`src/rtl/debounce_button_1.sv`:
```
// Push-button conditioner: two-flop synchronizer, four-state debounce FSM, registered
// press/release pulses. Long-press detection is built only when DEBOUNCE_BUTTON_1_LONG_PRESS_EN is defined.
module debounce_button_1 #(
    parameter int DEBOUNCE_CYCLES   = 1_000_000,
    parameter int LONG_PRESS_CYCLES = 50_000_000,
    parameter int BTN_ACTIVE_LOW    = 1
) (
    input  logic clk,
    input  logic rst_n_async,
    input  logic btn_raw,
    output logic pressed,
    output logic press_pulse,
    output logic release_pulse,
    output logic long_press_pulse
);

    localparam int                STAB_W   = $clog2(DEBOUNCE_CYCLES + 1);
    localparam logic [STAB_W-1:0] STAB_MAX = STAB_W'(DEBOUNCE_CYCLES);
    localparam logic [STAB_W-1:0] STAB_ONE = STAB_W'(1);
    localparam logic              PIN_IDLE = (BTN_ACTIVE_LOW != 0);

    typedef enum logic [1:0] {
        RELEASED     = 2'd0,
        PRESS_PEND   = 2'd1,
        HELD         = 2'd2,
        RELEASE_PEND = 2'd3
    } state_t;

    logic              r_sync1;
    logic              r_sync2;
    logic              w_act;
    logic              w_stab_done;
    state_t            r_state;
    logic [STAB_W-1:0] r_stab_cnt;
    logic              r_pressed;
    logic              r_press_pulse;
    logic              r_release_pulse;

    // Synchronizer resets to the idle pin level so reset never looks like a press.
    always_ff @(posedge clk or negedge rst_n_async) begin
        if (!rst_n_async) begin
            r_sync1 <= PIN_IDLE;
            r_sync2 <= PIN_IDLE;
        end else begin
            r_sync1 <= btn_raw;
            r_sync2 <= r_sync1;
        end
    end

    assign w_act       = r_sync2 ^ PIN_IDLE;
    assign w_stab_done = (r_stab_cnt == STAB_MAX);

    always_ff @(posedge clk or negedge rst_n_async) begin
        if (!rst_n_async) begin
            r_state         <= RELEASED;
            r_stab_cnt      <= '0;
            r_pressed       <= 1'b0;
            r_press_pulse   <= 1'b0;
            r_release_pulse <= 1'b0;
        end else begin
            r_press_pulse   <= 1'b0;
            r_release_pulse <= 1'b0;
            case (r_state)
                RELEASED: begin
                    if (w_act) begin
                        r_state    <= PRESS_PEND;
                        r_stab_cnt <= STAB_ONE;
                    end
                end
                PRESS_PEND: begin
                    if (!w_act) begin
                        r_state    <= RELEASED;
                        r_stab_cnt <= '0;
                    end else if (w_stab_done) begin
                        r_state       <= HELD;
                        r_stab_cnt    <= '0;
                        r_pressed     <= 1'b1;
                        r_press_pulse <= 1'b1;
                    end else begin
                        r_stab_cnt <= r_stab_cnt + STAB_ONE;
                    end
                end
                HELD: begin
                    if (!w_act) begin
                        r_state    <= RELEASE_PEND;
                        r_stab_cnt <= STAB_ONE;
                    end
                end
                RELEASE_PEND: begin
                    // A pressed sample aborts the release; the level never dropped.
                    if (w_act) begin
                        r_state    <= HELD;
                        r_stab_cnt <= '0;
                    end else if (w_stab_done) begin
                        r_state         <= RELEASED;
                        r_stab_cnt      <= '0;
                        r_pressed       <= 1'b0;
                        r_release_pulse <= 1'b1;
                    end else begin
                        r_stab_cnt <= r_stab_cnt + STAB_ONE;
                    end
                end
                default: begin
                    r_state    <= RELEASED;
                    r_stab_cnt <= '0;
                end
            endcase
        end
    end

    assign pressed       = r_pressed;
    assign press_pulse   = r_press_pulse;
    assign release_pulse = r_release_pulse;

`ifdef DEBOUNCE_BUTTON_1_LONG_PRESS_EN
    localparam int                HOLD_W   = $clog2(LONG_PRESS_CYCLES + 1);
    localparam logic [HOLD_W-1:0] HOLD_MAX = HOLD_W'(LONG_PRESS_CYCLES);
    localparam logic [HOLD_W-1:0] HOLD_ONE = HOLD_W'(1);

    logic              w_press_accept;
    logic              w_holding;
    logic [HOLD_W-1:0] r_hold_cnt;
    logic              r_long_press_pulse;

    assign w_press_accept = (r_state == PRESS_PEND) && w_act && w_stab_done;
    assign w_holding      = (r_state == HELD) || (r_state == RELEASE_PEND);

    // Saturating counter: the pulse fires on the single step into HOLD_MAX, so once per press.
    always_ff @(posedge clk or negedge rst_n_async) begin
        if (!rst_n_async) begin
            r_hold_cnt         <= '0;
            r_long_press_pulse <= 1'b0;
        end else begin
            r_long_press_pulse <= 1'b0;
            if (w_press_accept) begin
                r_hold_cnt <= '0;
            end else if (w_holding && (r_hold_cnt != HOLD_MAX)) begin
                r_hold_cnt         <= r_hold_cnt + HOLD_ONE;
                r_long_press_pulse <= (r_hold_cnt == (HOLD_MAX - HOLD_ONE));
            end
        end
    end

    assign long_press_pulse = r_long_press_pulse;
`else
    assign long_press_pulse = 1'b0;
`endif

endmodule

```
`config.mk`:
```
export PLATFORM = sky130hd
export DESIGN_NAME = debounce_button_1
export DESIGN_NICKNAME = d
export VERILOG_FILES = /design/src/rtl/debounce_button_1.sv
export SDC_FILE = /design/constraint.sdc
export NUM_CORES = 1
export LEC_CHECK = 0
export ABC_AREA = 1
export CAP_MARGIN = 30
export CORE_MARGIN = 10
export CORE_UTILIZATION = 63
export CTS_BUF_LIST = sky130_fd_sc_hd__clkbuf_16
export DETAILED_ROUTE_END_ITERATION = 6
export GPL_TIMING_DRIVEN = 0
export PLACE_DENSITY = 0.87
export SLEW_MARGIN = 25
export SYNTH_ARGS = -nofsm -noshare
export SYNTH_HDL_FRONTEND = slang
export SYNTH_SLANG_ARGS = --single-unit
```
`constraint.sdc`:
```
create_clock -name clk -period 3 [get_ports clk]
set_clock_uncertainty 0.2 [all_clocks]
set_input_delay 0.45 -clock clk [delete_from_list [all_inputs] [get_ports clk]]
set_output_delay 0.45 -clock clk [all_outputs]
set_load 0.005 [all_outputs]
```
==> summary.md, run 1 <==
| Metric | Value |
|---|---|
| Synthesis-stage register bit count | `27` |
| R2R depth | `12` |
| CTS Hold Bufs | `0` |
| CP max-delay cell | `dfrtp_1` |
| H-tree levels | `1` |
| Avg Synthesized Cell Area | `~7.7 um2` |
| Vias per cell | `5.85` |
| # resized after CTS | `0` |
| CP max stage delay | `about 410 ps` |
| Root buffer cell | `clkbuf_16` |
| Final Cycle Share | `0.630` |
| Synthesis-to-finish area growth | `10.2%` |
| Post-Route WL | `3.43 mm` |
| Synthesis Warnings | `0` |
| Startpoint Class | `flop` |
| Reg2reg setup slack | `1110 ps` |
| Setup crit end kind | `flop` |
| Fillers | `about 150` |
| Req. time, crit path | `2960 ps` |
| Outcome | `finished with violations` |
| Number of global-route vias before repair | `1390` |
| Switching power | `roughly 340 uW` |
| Max VDD drop | `543 uV` |
| Drt pass-1 iters | `4` |
| Synth Area in Simple Gates | `0.330` |
| Cell repeated most along the worst path | `nor2_1` |
| Tmin final | `1890 ps` |
| Clock tree sinks | `27` |
| Overflow after GRT | `0` |
| Rows | `17` |
| Pwr dens | `between 500 and 600 mW/mm2` |
| Starting density of the core | `0.682` |
| Vias post-DR | `1398` |
| Initial antenna violation count | `0` |
| Number of CTS-inserted buffers | `3` |
| Leakage power | `around 0.76 nW` |
| Nets | `217` |
| Storage element area | `678 um2` |
| R2r endpoint | `r_stab_cnt[18]` |
| Ratio of cells with drive above 1 in the final layout | `0.128` |
| M3 GR Usage | `0.0357` |
| Post-DP HPWL | `around 2.3 mm` |
| Cell Chain, Critical Path | `inv_1, ha_1, inv_1, nor2_1, nand2_1, nor2_1, nand3_2, nand2_2, buf_6, nor2_1, nor2_1, nor2_1` |
| Critical setup path kind | `flop to flop` |
| Clk_lat worst skew | `260 ps` |
| Post-synthesis mux area share | `0` |
| First-pass GRT wire length | `between 6 and 7 mm` |
| Met1 GRT Util | `0.165` |
| Clk slew on worst S/H paths | `~60 ps` |
| Int Pwr | `around 650 uW` |
| Max-Cap Viols | `0` |
| Routability cong. | `0.862` |
| Number of port buffers | `5` |
| Unrepaired setup endpoints after global routing | `false` |
| Mapped Area | `0.00155 mm2` |
| Largest net degree at the start of global routing | `28` |
| Worst slew pin tran | `600 ps` |
| Final TNS setup | `0 ps` |
| Cell count after synthesis | `just over 200` |
| Largest family of logic cells by synthesized area | `simple AND/OR/NAND/NOR gates` |
| Final core occ | `0.752` |
| Synth Area in Compound Gates | `0.0846` |
| Area of the multi-input gates | `742 um2` |
| Commonest non-fill, non-tap cells in the layout | `nand2_1 (47), nor2_1 (26), dfrtp_1 (25), inv_1 (23), nand3_1 (13)` |
| Worst Path Arrival | `1850 ps` |
| Final Hold Viols | `25` |
| Combinational share of power | `0.267` |
| Core Area | `0.00228 mm2` |
| ANT nets after route | `0` |
| Max Transition Viols Final | `0` |
| Slew headroom | `0.600` |
| Io pins | `7` |
| Clock network fraction of design power | `0.302` |
| Setup Buffers After CTS | `0` |
| CTS tree | `done` |
| Met2 usage in global routing | `0.245` |
| XOR/XNOR Fraction of Synth Area | `0.0451` |
| Final setup vio count | `0` |
| Failing checks | `negative hold slack` |
| Die width | `a little under 70 um` |
| DRC | `0` |
| Part of the Yosys area used for sequential elements | `0.437` |
| Worst hold margin | `-8.58 ps` |
| Delay-heaviest family, CP | `simple AND/OR/NAND/NOR gates` |
| Routed len/inst | `14.3 um` |
| GR Util All Layers | `0.143` |
| Worst min path class | `input port to async pin` |
| Number of DRC markers in iteration 0 | `190` |
| Sw frac | `0.344` |
| Die ar. | `slightly below 0.005 mm2` |
| Crit path buf inv count | `3` |
| CTS Buffer Depth | `2` |
| Reg-to-Reg Start | `r_stab_cnt[0]` |
| Netlist cell types | `31` |
| Mapped Nets | `around 210` |
| Vert. Die Dim | `69.6 um` |
| Adder-Cell Fraction of Synth Area | `0.0161` |
| Seq pwr share | `0.431` |
| GRT busiest layer | `met2` |
| Final Power | `991 uW` |
| N_diodes | `0` |
| Max Clk Rate | `529 MHz` |
| Critical path fanouts, max | `10` |
| Commonest non-fill, non-tap cell in the layout | `nand2_1` |
## logic make-up after synthesis
kind of cell / Yosys count
compound gates: 24
xor+xnor: 8
fa+ha+maj: 2
buf+inv: 32
flops: 27
other cells: 1
simple gates: 108
## stage by stage
step | setup slack (ps) | std cells | instance area, um2
finish | 1110 | 239 | 1710
global route | 966 | 239 | 1710
CTS | 1130 | 239 | 1710
detailed placement | 1160 | 235 | 1630
global placement | 937 | 235 | 1640
floorplan | 1340 | 202 | 1550
## power groups by stage
stage | sequential (mW) | combinational [mW] | clock, mW
after global placement | 0.429 | 0.250 | 0
after CTS | 0.426 | 0.261 | 0.300
after floorplan | 0.425 | 0.193 | 0
after detailed placement | 0.432 | 0.258 | 0
after global routing | 0.430 | 0.297 | 0.313
final | 0.428 | 0.264 | 0.299
## metal layers
metal,wire length [um],part of all wire,vias up
met3,226,0.066,11
li1,-,-,656
met1,1520,0.44,668
met4,66,0.019,0
met5,0,0,-
met2,1610,0.47,63
## Yosys cell counts
| cell | instances | area, um2 |
|---|---|---|
| a21oi_1 | 3 | 15.0 |
| buf_2 | 1 | 5.00 |
| buf_4 | 1 | 7.51 |
| buf_6 | 1 | 11.3 |
| clkbuf_1 | 1 | 3.75 |
| clkinv_1 | 3 | 11.3 |
| conb_1 | 1 | 3.75 |
| dfrtp_1 | 25 | 626 |
| dfstp_2 | 2 | 52.6 |
| ha_1 | 2 | 25.0 |
| inv_1 | 22 | 82.6 |
| inv_2 | 3 | 11.3 |
| nand2_1 | 47 | 176 |
| nand2_2 | 4 | 25.0 |
| nand2_4 | 2 | 22.5 |
| nand3_1 | 13 | 65.1 |
| nand3_2 | 2 | 20.0 |
| nand4_1 | 5 | 31.3 |
| nor2_1 | 26 | 97.6 |
| nor2_2 | 2 | 12.5 |
| nor2_4 | 3 | 33.8 |
| nor3_1 | 1 | 5.00 |
| nor3_2 | 1 | 10.0 |
| nor4_1 | 2 | 12.5 |
| o21ai_0 | 9 | 45.0 |
| o21ai_1 | 6 | 30.0 |
| o21ai_2 | 1 | 8.76 |
| o21bai_1 | 1 | 7.51 |
| o22ai_1 | 4 | 25.0 |
| xnor2_1 | 1 | 8.76 |
| xor2_1 | 7 | 61.3 |
## final cells by class
class | instances | share of cell area
repair buffers | 5 | 0.0263
plain buffers | 4 | 0.0161
flip-flops and latches | 27 | 0.396
clock buffers | 3 | 0.0439
inverters | 28 | 0.0614
multi-input cells | 143 | 0.433
clock inverters | 1 | 0.00219
well taps | 28 | 0.0205
## registers in the layout (all words and copies together), names as in the netlist, named ones only
signal,cells
press_pulse,1
r_sync1,1
r_sync2,1
r_state,1
release_pulse,1
r_stab_cnt,20
pressed,1
## worst max path at each step
| stage | startpoint | to | cells after the start |
|---|---|---|---|
| 2_1_floorplan | r_stab_cnt[0] | flop | 12 |
| 3_3_place_gp | rst_n_async | r_stab_cnt[16] | 1 |
| 3_5_place_dp | r_stab_cnt[0] | flop | 12 |
| 4_1_cts | r_stab_cnt[0] | flop | 12 |
| 5_1_grt | r_stab_cnt[0] | r_stab_cnt[18] | 12 |
| 6_report | r_stab_cnt[0] | r_stab_cnt[18] | 12 |
No activity file was read; power rests on OpenSTA's default activity.
==> run 2, diff against run 1 <==
Settings changed: CORE_UTILIZATION 63 to 59, PLACE_DENSITY 0.87 to 0.82.
Clock period 3 ns to 1.9 ns, I/O delays scaled along.
==> run 2 against run 1 <==
Effect of this change: the run now ends clean; die area rose by 4.8%; clock power rose by 57%; cell count rose by 1.7%; largest cell class unchanged; highest routed layer unchanged; sequential cell count did not move; cell area rose by 1.8%; register-to-register slack got worse by 990 ps; critical path depth did not move; wire length fell by 4.8%; combinational power rose by 69%; sequential share of layout area fell by 0.68 points.
==> summary.md, run 2 (synthesis gave the netlist of run 1 again) <==
| Metric | Value |
|---|---|
| Post-Route WL | `3.26 mm (-4.8%)` |
| Worst slew pin tran | `579 ps (-21.7 ps)` |
| Nets | `219 (+0.92%)` |
| Die width | `71.3 um (+2.4%)` |
| Commonest non-fill, non-tap cells in the layout | `nand2_1 (47), nor2_1 (26), dfrtp_1 (25), inv_1 (22), nand3_1 (13)` |
| DRC | `0 (unchanged)` |
| Clock network fraction of design power | `0.295 (-0.007)` |
| Final TNS setup | `0 ps (unchanged)` |
| CTS Buffer Depth | `2 (unchanged)` |
| Final Power | `1.59 mW (+60%)` |
| Final instance area | `0.00174 mm2 (+1.8%)` |
| Combinational share of power | `0.280 (+0.013)` |
| GR Util All Layers | `0.138 (-0.00508)` |
| Final Cycle Share | `0.939 (+0.309)` |
| Number of global-route vias before repair | `1342 (-3.5%)` |
| Critical setup path kind | `flop to flop` |
| Clock tree sinks | `27 (unchanged)` |
| ANT nets after route | `0 (unchanged)` |
| Final setup vio count | `0 (unchanged)` |
| Int Pwr | `1.05 mW (+61%)` |
| Leakage power | `0.771 nW (+1.4%)` |
| Vias post-DR | `1338 (-4.3%)` |
| Routed len/inst | `13.4 um (-6.4%)` |
| First-pass GRT wire length | `5.87 mm (-2.9%)` |
| Setup ws final | `115 ps (-995 ps)` |
| Starting density of the core | `0.621 (-0.0611)` |
| Drt pass-1 iters | `4 (unchanged)` |
| Startpoint Class | `flop` |
| Max-Cap Viols | `0 (unchanged)` |
| Final non-filler cell total | `243 (+1.7%)` |
| Final core occ | `0.697 (-0.0554)` |
| H-tree levels | `1 (unchanged)` |
| Post-DP HPWL | `2.30 mm (-1.9%)` |
| Reg-to-Reg Start | `r_stab_cnt[0]` |
| Slew headroom | `0.614 (+0.0145)` |
| CTS tree | `done` |
| Worst Path Arrival | `1740 ps (-110 ps)` |
| Storage element area | `678 um2 (unchanged)` |
| Vias per cell | `5.51 (-5.9%)` |
| Clk slew on worst S/H paths | `60 ps (about the same)` |
| Max Transition Viols Final | `0 (unchanged)` |
| Final Hold Viols | `0 (-100%)` |
| Number of CTS-inserted buffers | `3 (unchanged)` |
| Root buffer cell | `clkbuf_16` |
| Rows | `18 (+1)` |
| Io pins | `7 (unchanged)` |
| Switching power | `540 uW (+58%)` |
| Ratio of cells with drive above 1 in the final layout | `0.141 (+0.0129)` |
| Commonest non-fill, non-tap cell in the layout | `nand2_1` |
| Critical path fanouts, max | `10 (unchanged)` |
| Routability cong. | `0.889 (+3.1%)` |
| Number of port buffers | `5 (unchanged)` |
| Die ar. | `0.00508 mm2 (+4.8%)` |
| Max reg flops | `20 (unchanged)` |
| CP startpoint | `r_stab_cnt[0]` |
| Area of the multi-input gates | `748 um2 (+0.84%)` |
| Sw frac | `0.340 (-0.00402)` |
| Synthesis-to-finish area growth | `12.2%` |
| Initial antenna violation count | `0 (unchanged)` |
| Overflow after GRT | `0 (unchanged)` |
| DP Area | `0.00164 mm2 (+0.15%)` |
| R2R depth | `12 (unchanged)` |
| Max VDD drop | `762 uV (+41%)` |
| Vert. Die Dim | `71.3 um (+2.4%)` |
| Req. time, crit path | `1850 ps (-1110 ps)` |
| Placed cell count | `237 (+0.85%)` |
| Pre-CTS setup slack | `102 ps (-1050 ps)` |
| Core Area | `0.00250 mm2 (+9.8%)` |
| Setup crit end kind | `flop` |
| Max Clk Rate | `560 MHz (+5.9%)` |
| Pwr dens | `912 mW/mm2 (+58%)` |
| Clk_lat worst skew | `260 ps (about the same)` |
| Worst min path class | `flop to flop` |
| Seq pwr share | `0.425 (-0.006)` |
| Number of DRC markers in iteration 0 | `119 (-37%)` |
| Outcome | `finished clean` |
| Unrepaired setup endpoints after global routing | `false` |
| Largest net degree at the start of global routing | `28 (unchanged)` |
| Top reg by flops | `r_stab_cnt` |
| Worst hold margin | `158 ps (+167 ps)` |
| Fillers | `185 (+24%)` |
| N_diodes | `0 (unchanged)` |
| Tmin final | `1780 ps (-105 ps)` |
| Reg2reg setup slack | `120 ps (-990 ps)` |
## run 2: per-layer routing
layer | wire [um] | vias to the layer above | global-route usage
met4 | 51 | 0 | 0.0624
met2 | 1560 | 44 | 0.227
met5 | 0 | - | 0
met1 | 1470 | 619 | 0.162
met3 | 182 | 9 | 0.0372
li1 | - | 666 | -
## run 2: timing repair
item                                    in CTS  in global routing
hold buffers                                 1                  0
endpoints found under the setup margin       0                 13
gates resized for setup                      0                  3
buffers inserted                             0                  1
hold endpoints to repair                    25                  0
## run 2: worst min path at each step
stage                      from            end  slack [ps]  cells past startpoint
finish                  r_sync1        r_sync2         160                      0
global route            r_sync1        r_sync2         170                      0
CTS                     r_sync1        r_sync2         160                      0
detailed placement  rst_n_async  r_stab_cnt[3]         120                      1
global placement        r_sync1        r_sync2         150                      0
floorplan           rst_n_async      async pin        -210                      0
## run 2: layout make-up
| cell class | count | area share |
|---|---|---|
| multi-input combinational | 143 | 0.430 |
| timing repair buffer | 7 | 0.0359 |
| clock buffer | 3 | 0.0431 |
| tap | 30 | 0.0216 |
| buffer | 4 | 0.0180 |
| sequential | 27 | 0.389 |
| clock inverter | 1 | 0.00216 |
| inverter | 28 | 0.0603 |
## run 2: critical path, cell delays in order (launching register included)
cell and delay (ps):
dfrtp_1 410, inv_2 90, ha_1 140, inv_1 50, nor2_1 90, nand2_1 60, nor2_1 110, nand3_2 100
nand2_2 100, buf_8 140, nand2_4 60, nand2_1 80, o21ai_2 50
## run 2: power groups by stage
| stage | clock, mW | sequential [mW] | combinational (mW) |
|---|---|---|---|
| floorplan | 0 | 0.671 | 0.305 |
| global placement | 0 | 0.677 | 0.392 |
| detailed placement | 0 | 0.681 | 0.402 |
| CTS | 0.475 | 0.671 | 0.408 |
| global route | 0.506 | 0.681 | 0.494 |
| finish | 0.469 | 0.676 | 0.445 |
==> run 3, diff against run 2 <==
Clock period 1.9 ns to 1.7 ns, I/O delays scaled along.
==> run 3 against run 2 <==
Effect of this change: the run now ends with negative setup slack left; sequential share of layout area fell by 1.8 points; sequential power rose by 12%; critical path depth did not move; sequential cell count did not move; fmax fell by 1.8%; highest routed layer unchanged; clock power rose by 12%; register-to-register slack got worse by 230 ps; largest cell class unchanged.
==> summary.md, run 3 (synthesis gave the netlist of run 1 again) <==
| Metric | Value |
|---|---|
| Outcome | `finished with violations` |
| Failing checks | `negative setup slack` |
| Final setup vio count | `22 (+22)` |
| Vias post-DR | `1406 (+5.1%)` |
| Ratio of cells with drive above 1 in the final layout | `0.217 (+0.0757)` |
| Tmin final | `1820 ps (+32.8 ps)` |
| Critical setup path kind | `flop to flop` |
| Die width | `71.3 um (unchanged)` |
| Number of port buffers | `5 (unchanged)` |
| Clk_lat worst skew | `260 ps (about the same)` |
| Worst slew pin tran | `588 ps (+9.73 ps)` |
| Root buffer cell | `clkbuf_16` |
| Max Clk Rate | `550 MHz (-1.8%)` |
| Switching power | `666 uW (+23%)` |
| Core Area | `0.00250 mm2 (unchanged)` |
| Worst min path class | `flop to flop` |
| Leakage power | `0.794 nW (+3.0%)` |
| Worst Path Arrival | `1770 ps (+30 ps)` |
| Startpoint Class | `flop` |
| Sw frac | `0.350 (+0.00968)` |
| Routability cong. | `0.889 (unchanged)` |
| CTS Buffer Depth | `2 (unchanged)` |
| First-pass GRT wire length | `6.24 mm (+6.4%)` |
| Number of global-route vias before repair | `1395 (+3.9%)` |
| Final Cycle Share | `1.07 (+0.130)` |
| Final non-filler cell total | `247 (+1.6%)` |
| Post-DP HPWL | `2.30 mm (unchanged)` |
| Max reg flops | `20 (unchanged)` |
| Combinational share of power | `0.326 (+0.046)` |
| DRC | `0 (unchanged)` |
| Clock tree sinks | `27 (unchanged)` |
| Number of DRC markers in iteration 0 | `118 (-0.84%)` |
| ANT nets after route | `0 (unchanged)` |
| N_diodes | `0 (unchanged)` |
| Int Pwr | `1.24 mW (+18%)` |
| Clk slew on worst S/H paths | `60 ps (about the same)` |
| Max VDD drop | `1030 uV (+35%)` |
| Initial antenna violation count | `0 (unchanged)` |
| Critical path fanouts, max | `5 (-5)` |
| Nets | `223 (+1.8%)` |
| Rows | `18 (unchanged)` |
| Commonest non-fill, non-tap cells in the layout | `nand2_1 (45), dfrtp_1 (24), nor2_1 (22), inv_1 (20), nand3_1 (13)` |
| Max-Cap Viols | `0 (unchanged)` |
| H-tree levels | `1 (unchanged)` |
| Starting density of the core | `0.621 (unchanged)` |
| Io pins | `7 (unchanged)` |
| Seq pwr share | `0.398 (-0.027)` |
| Pwr dens | `1040 mW/mm2 (+14%)` |
| Final Hold Viols | `0 (unchanged)` |
| Commonest non-fill, non-tap cell in the layout | `nand2_1` |
| Routed len/inst | `14.6 um (+8.5%)` |
| Top reg by flops | `r_stab_cnt` |
| Drt pass-1 iters | `4 (unchanged)` |
| Pre-CTS setup slack | `-97.6 ps (-200 ps)` |
| Placed cell count | `237 (unchanged)` |
| Largest net degree at the start of global routing | `28 (unchanged)` |
| Die ar. | `0.00508 mm2 (unchanged)` |
| Setup crit end kind | `flop` |
| Slew headroom | `0.608 (-0.00649)` |
| Synthesis-to-finish area growth | `18.0%` |
| Setup ws final | `-118 ps (-233 ps)` |
| GR Util All Layers | `0.148 (+0.0102)` |
| Post-Route WL | `3.60 mm (+10%)` |
| Overflow after GRT | `0 (unchanged)` |
| Vias per cell | `5.69 (+3.4%)` |
| Final core occ | `0.733 (+0.0360)` |
| Req. time, crit path | `1650 ps (-200 ps)` |
| Vert. Die Dim | `71.3 um (unchanged)` |
| Number of CTS-inserted buffers | `3 (unchanged)` |
| Max Transition Viols Final | `0 (unchanged)` |
| Clock network fraction of design power | `0.276 (-0.019)` |
| Unrepaired setup endpoints after global routing | `true` |
| CTS tree | `done` |
[run 3: area by class of cell]
type                    count  area (um2)
plain buffers               4        31.3
clock buffers               3        75.1
clock inverters             1        3.75
fillers                   162         668
inverters                  28         108
multi-input cells         143         807
flip-flops and latches     27         679
well taps                  30        37.5
repair buffers             11        90.1
[run 3: metal layers]
metal	track usage	vias up	routed length, um
li1	-	673	-
met1	0.181	661	1450
met2	0.236	59	1780
met3	0.0386	13	275
met4	0.0688	0	91
met5	0	-	0
[run 3: worst paths after layout]
| kind | slack, ps | from | end | cells past startpoint |
|---|---|---|---|---|
| setup / recovery | -120 | r_stab_cnt[1] | flop | 12 |
| hold / removal | 160 | r_sync1 | r_sync2 | 0 |
| setup reg to reg | -120 | r_stab_cnt[1] | flop | 12 |
| hold reg to reg | 160 | r_sync1 | r_sync2 | 0 |
| max in group asynchronous | 550 | rst_n_async | r_stab_cnt[2] | 2 |
| min in group asynchronous | 330 | rst_n_async | r_stab_cnt[8] | 2 |
[run 3: power by group through the flow]
stage	logic, mW	registers, mW	clock network, mW
2_1_floorplan	0.341	0.750	0
3_3_place_gp	0.438	0.757	0
3_5_place_dp	0.450	0.761	0
4_1_cts	0.533	0.755	0.531
5_1_grt	0.675	0.768	0.568
6_report	0.621	0.759	0.526
[run 3: per-stage QoR]
stage          power, mW  TNS [ps]  area, um2  hold WS [ps]
2_1_floorplan       1.09         0       1550          -241
3_3_place_gp        1.19     -4230       1640           149
3_5_place_dp        1.21      -540       1640          90.6
4_1_cts             1.82      -203       1770           159
5_1_grt             2.01     -3180       1830           165
6_report            1.91     -1260       1830           158
[run 3: worst max-delay path, stage by stage (launching register included)]
cell     delay, ps
dfrtp_1        420
inv_2          100
ha_4           130
inv_2           30
nor2_1         100
nand2_1         60
nor2_1         120
nand3_2        120
nand2_4        120
buf_8          130
nand2_4         60
nand2_2         60
o21ai_2         50
[run 3: repair_timing]
action,CTS,global route
resized for setup,8,16
hold buffers,1,0
pin swaps,5,9
setup endpoints to repair,22,25
gates cloned,1,0
setup buffers,3,1
endpoints found under the hold margin,25,0
